<file path="src/rtl/i2s_tdm_transmitter.sv">
// i2s_tdm_transmitter: multi-channel I2S / left-justified TDM serialiser.
// Accepts one frame of NCH samples per valid/ready handshake into a one-deep
// holding register, then shifts the frame out MSB first on SCLK/WS/SD.
// SCLK is divided down from clk; SD and WS only change on SCLK fall events.
//
// state   | meaning
// S_IDLE  | serial interface stopped or just enabled; next fall event starts a frame at b=0
// S_RUN   | frame in progress; each fall event advances the bit counter
module i2s_tdm_transmitter #(
  parameter int DWIDTH  = 16,
  parameter int SWIDTH  = 16,
  parameter int NCH     = 2,
  parameter int CLK_DIV = 4
) (
  input  logic                    clk,
  input  logic                    rst_n,
  input  logic [NCH*DWIDTH-1:0]   tx_data,
  input  logic                    tx_valid,
  output logic                    tx_ready,
  input  logic                    enable,
  input  logic                    mode,
  output logic                    underrun,
  output logic                    SCLK,
  output logic                    WS,
  output logic                    SD
);

  localparam int TOT  = NCH * SWIDTH;
  localparam int HALF = TOT / 2;
  localparam int BW   = $clog2(TOT);
  localparam int DW   = $clog2(CLK_DIV);

  typedef enum logic {S_IDLE, S_RUN} state_t;

  state_t                  r_state;
  logic [DW-1:0]           r_div;
  logic [BW-1:0]           r_bit;
  logic                    r_full;
  logic                    r_ready;
  logic [NCH*DWIDTH-1:0]   r_hold;
  logic [TOT-1:0]          r_sh;
  logic                    r_prev;
  logic                    r_mode;
  logic                    r_underrun;
  logic                    r_sclk;
  logic                    r_ws;
  logic                    r_sd;

  logic                    w_fall;
  logic [BW-1:0]           w_bit_nxt;
  logic                    w_load;
  logic                    w_accept;
  logic [NCH*DWIDTH-1:0]   w_src;
  logic [TOT-1:0]          w_frame;
  logic [SWIDTH-1:0]       w_slot;
  logic                    w_out_bit;
  logic [TOT-1:0]          w_sh_nxt;
  logic                    w_mode_cur;

  assign w_fall    = enable && (r_div == '0);
  assign w_accept  = tx_valid && r_ready;
  assign w_src     = r_full ? r_hold : '0;

  // Bit counter value after this fall event; a fresh frame always begins at 0.
  always_comb begin
    w_bit_nxt = '0;
    if (r_state == S_RUN && r_bit != BW'(TOT - 1)) begin
      w_bit_nxt = r_bit + 1'b1;
    end
  end

  assign w_load = w_fall && (w_bit_nxt == '0);

  // Lay the held samples out as the serial stream: slot 0 in the top bits,
  // each slot MSB first with its unused LSBs zero-filled.
  always_comb begin
    w_frame = '0;
    w_slot  = '0;
    for (int k = 0; k < NCH; k++) begin
      w_slot = '0;
      w_slot[SWIDTH-1 -: DWIDTH] = w_src[k*DWIDTH +: DWIDTH];
      w_frame[TOT-1-k*SWIDTH -: SWIDTH] = w_slot;
    end
  end

  assign w_out_bit  = w_load ? w_frame[TOT-1] : r_sh[TOT-1];
  assign w_sh_nxt   = w_load ? (w_frame << 1) : (r_sh << 1);
  assign w_mode_cur = w_load ? mode : r_mode;

  // Holding register handshake and underrun pulse.
  always_ff @(posedge clk or negedge rst_n) begin
    if (!rst_n) begin
      r_full     <= 1'b0;
      r_ready    <= 1'b1;
      r_hold     <= '0;
      r_underrun <= 1'b0;
    end else begin
      r_underrun <= w_load && !r_full;
      // An accept can only happen while empty, so it never races a full load.
      if (w_accept) begin
        r_hold  <= tx_data;
        r_full  <= 1'b1;
        r_ready <= 1'b0;
      end else if (w_load && r_full) begin
        r_full  <= 1'b0;
        r_ready <= 1'b1;
      end
    end
  end

  // SCLK divider, bit counter and serial output state machine.
  always_ff @(posedge clk or negedge rst_n) begin
    if (!rst_n) begin
      r_state <= S_IDLE;
      r_div   <= '0;
      r_bit   <= '0;
      r_sh    <= '0;
      r_prev  <= 1'b0;
      r_mode  <= 1'b0;
      r_sclk  <= 1'b0;
      r_ws    <= 1'b0;
      r_sd    <= 1'b0;
    end else if (!enable) begin
      // Stopping discards the partial frame and the I2S delay bit.
      r_state <= S_IDLE;
      r_div   <= '0;
      r_bit   <= '0;
      r_sh    <= '0;
      r_prev  <= 1'b0;
      r_sclk  <= 1'b0;
      r_ws    <= 1'b0;
      r_sd    <= 1'b0;
    end else begin
      r_div <= (r_div == DW'(CLK_DIV - 1)) ? '0 : r_div + 1'b1;
      if (w_fall) begin
        r_state <= S_RUN;
        r_bit   <= w_bit_nxt;
        r_ws    <= (w_bit_nxt >= BW'(HALF));
        r_sclk  <= 1'b0;
        r_sh    <= w_sh_nxt;
        r_prev  <= w_out_bit;
        // I2S mode emits the previous stream bit, giving the one-SCLK delay.
        r_sd    <= w_mode_cur ? w_out_bit : r_prev;
        if (w_load) begin
          r_mode <= mode;
        end
      end else if (r_div == DW'(CLK_DIV / 2)) begin
        r_sclk <= 1'b1;
      end
    end
  end

  assign tx_ready = r_ready;
  assign underrun = r_underrun;
  assign SCLK     = r_sclk;
  assign WS       = r_ws;
  assign SD       = r_sd;

endmodule

</file>
<file path="config.mk">
export PLATFORM = sky130hd
export DESIGN_NAME = i2s_tdm_transmitter
export DESIGN_NICKNAME = d
export VERILOG_FILES = /design/src/rtl/i2s_tdm_transmitter.sv
export SDC_FILE = /design/constraint.sdc
export NUM_CORES = 1
export LEC_CHECK = 0
export BUFFER_PORTS_ARGS = -buffer_cell sky130_fd_sc_hd__buf_2
export CAP_MARGIN = 20
export CORE_ASPECT_RATIO = 0.8
export CORE_MARGIN = 2
export CORE_UTILIZATION = 45
export CTS_CLUSTER_DIAMETER = 50
export DETAILED_ROUTE_END_ITERATION = 8
export GPL_TIMING_DRIVEN = 0
export HOLD_SLACK_MARGIN = 0.08
export PLACE_DENSITY_LB_ADDON = 0.15
export RECOVER_POWER = 50
export SLEW_MARGIN = 20
export SYNTH_ARGS = -nofsm -noshare
export SYNTH_HDL_FRONTEND = slang
export SYNTH_SLANG_ARGS = --single-unit
</file>
<file path="constraint.sdc">
create_clock -name clk -period 2.27 [get_ports clk]
set_input_delay 0.3405 -clock clk [delete_from_list [all_inputs] [get_ports clk]]
set_output_delay 0.3405 -clock clk [all_outputs]
set_load 0.005 [all_outputs]
</file>
==> impl_results.md <==
- Status: finished, violations left
- Failing checks: setup timing
- Wire per inst: 18.3 um
- Core box area: 0.00802 mm2
- Clk buf depth: 2
- Worst setup margin: -0.0467 ns
- Adder-Cell Fraction of Synth Area: 0.00997
- Largest family of logic cells by synthesized area: compound AO/OA/AOI/OAI gates
- Slew headroom: 0.147
- Num CTS Buffers: 9
- TritonCTS clock tree: yes
- Max FO, Critical Path: 5
- Starting Density: 0.470
- Die area: 0.00912 mm2
- Finished Cell Area: 0.00489 mm2
- Total grt overflow: 0
- Total GRT Usage: 0.208
- Max rail drop VDD: 0.000515 V
- Clock Pin Slew Worst Setup and Hold Paths: 0.09 ns
- Input/output buffers: 41
- WP data arrival: 2.55 ns
- Avg Cell Area, Syn: 11.7 um2
- Max-cap viol count: 0
- Setup Crit Path Kind: reg -> reg
- Crit share post-route: 1.02
- Crit. End Element: flip-flop
- Share of cells above drive strength 1: 0.444
- Post-Route WL: 9.10 mm
- Fmax: 0.432 GHz
- Layout Cells excl Fill: 498
- Gate Count Post-Synth: 322
- Post-synth cell types: 39
- Ys Warns: 0
- Layout Utilization: 0.609
- H-tree Lvls: 3
- Number of nets in the layout: 425
- Post-DP Area: 0.00413 mm2
- DR top layer: met4
- Startpoint types: flip-flop
- Area grow syn2layout: 29.8%
- Pwr dens: 876 mW/mm2
- # diodes: 0
- Cell leakage power: 0.00194 uW
- Final Hold Viols: 0
- Synthesized flop and latch total: 79
- Post-Synth XOR/XNOR Area: 0.00465
- Vias/cell: 5.73
- Number of global-route vias before repair: 2828
- Final min period: 2.32 ns
- Inst Count DP: 472
- Clk Latency, worst-skew pair: 0.37 ns
- Antenna violations before repair: 0
- Hold crit path type: in -> reg
- Mapped Area: 0.00377 mm2
- Setup violation total in the final timing report: 1
- Met2 WL: 4.25 mm
- RSZ-0062 raised after global routing: true
- First-pass GRT wire length: 14.7 mm
- Worst-case clock skew: 0.0101 ns
- Final Max Tran Viols: 0
- Die Height: 85.8 um
- Compound-Gate Fraction of Synth Area: 0.240
- Final routed DRC violation total: 0
- Sequential element share of the synthesized area: 0.525
- Pre-Repair DR Iteration Count: 4
- Drt first-iter violations: 124
- Rows: 29
- Largest net degree at the start of global routing: 53
- Fin Hold WS: 0.187 ns
- Io pins: 42
- Clk sink count: 79
- Simple-gate portion of the synthesized area: 0.0748
- HPWL after DPL: 5.33 mm
- Mux cell area share after synthesis: 0.104
- Final ANT Viol Nets: 0
- Root buffer cell: clkbuf_8
- Metal3 WL: 445 um
- Worst Max-Slew Pin Slew: 1.28 ns
- Worst endpoint required time: 2.50 ns
- Die Width: 106 um
- GP Congestion: 0.796
- Net count after synthesis: 362
- Via count: 2855
- Metal-1 WL: 4.24 mm
[sequential cells by signal, indices dropped and copies added (netlist names)]
name      flops
r_prev        1
r_hold       32
SD            1
r_full        1
SCLK          1
r_sh         31
r_bit         5
underrun      1
tx_ready      1
r_mode        1
r_div         2
WS            1
r_state       1
[cell families (layout without fill, tap and decap cells)]
logic type / after synthesis / in the layout
adders and majority gates: 3 / 3
AOI/OAI and AO/OA: 109 / 109
muxes: 35 / 35
and+or+nand+nor: 59 / 59
xor gates and xnor gates: 2 / 2
buffers and inverters: 35 / 103
DFF: 79 / 79
[cells in the mapped netlist, drive strengths merged]
library cell | n | area, um2
a2111oi | 32 | 305
a211oi | 32 | 340
a21boi | 4 | 30.0
a21o | 1 | 7.51
a21oi | 1 | 5.00
a221o | 1 | 10.0
a32o | 1 | 10.0
and2 | 4 | 25.0
and2b | 1 | 7.51
and3 | 1 | 6.26
buf | 10 | 63.8
clkbuf | 21 | 78.8
dfrtp | 78 | 1950
dfstp | 1 | 26.3
ha | 3 | 37.5
inv | 4 | 15.0
mux2 | 33 | 372
mux2i | 2 | 20.0
nand2 | 39 | 149
nand2b | 3 | 18.8
nand3 | 3 | 15.0
nand4b | 1 | 8.76
nor2 | 3 | 11.3
nor2b | 3 | 18.8
nor4 | 1 | 21.3
o21a | 1 | 7.51
o21ai | 34 | 170
o2bb2ai | 1 | 8.76
o31ai | 1 | 7.51
xor2 | 2 | 17.5
[worst paths after layout]
path / slack, ns / depth (start not counted) / startpoint / end
max: -0.05 / 10 / r_bit[1] / r_sh[27]
min: 0.19 / 2 / tx_data[20] / r_hold[20]
max reg2reg: -0.05 / 10 / r_bit[1] / r_sh[27]
min reg2reg: 0.49 / 1 / r_div[0] / r_div[0]
max in group asynchronous: 0.31 / 3 / rst_n / r_sh[1]
min in group asynchronous: 0.79 / 2 / rst_n / r_hold[5]
[metal layers]
layer	vias to the layer above	track usage
met5	-	0
met4	0	0.0526
met3	19	0.0479
met2	77	0.318
met1	1419	0.300
li1	1340	-
[repair_timing]
action / in CTS / in global routing
pin swaps: 9 / 12
gates cloned: 2 / 0
hold buffers: 1 / 0
buffers inserted: 7 / 0
endpoints found under the setup margin: 36 / 37
resized for setup: 57 / 44
hold endpoints to repair: 50 / 0
[cells in the final DEF, fill, tap and decap left out, types with 7 or more instances in the layout]
cell type,instances
clkbuf_1,16
a211oi_2,22
mux2_2,32
clkbuf_8,9
buf_4,7
a211oi_1,10
a2111oi_2,14
dfrtp_1,78
o21ai_0,33
a2111oi_4,15
nand2_1,38
buf_2,38
[layout make-up]
class,count,area [um2]
multi-input cells,208,2030
repair buffers,52,312
well taps,108,135
fillers,689,3130
flip-flops and latches,79,1980
plain buffers,31,218
inverters,4,15.0
clock inverters,7,72.6
clock buffers,9,124
[per-stage QoR]
step / worst slack [ns] / setup TNS (ns) / total power [uW]
3_3_place_gp: -0.289 / -8.73 / 2980
3_5_place_dp: -0.299 / -8.77 / 3020
2_1_floorplan: 0.0226 / 0 / 2710
5_1_grt: -0.0861 / -0.803 / 4530
4_1_cts: -0.0231 / -0.165 / 4200
6_report: -0.0467 / -0.0467 / 4280
[where the power goes]
part	switching [uW]	leakage, uW	internal, uW
registers	222	0.00101	1790
logic	614	0.000834	581
clock network	561	0.0000956	509
total	1400	0.00194	2880
[worst max-delay path: stages, from the launching register on]
cell and delay, ns:
dfrtp_1 0.40, ha_2 0.20, and3_4 0.18, ha_4 0.26, nand2b_4 0.13, nor4_4 0.04
buf_4 0.14, buf_6 0.12, buf_6 0.13, a2111oi_2 0.44, a211oi_1 0.12
(Power assumes the default switching activity.)
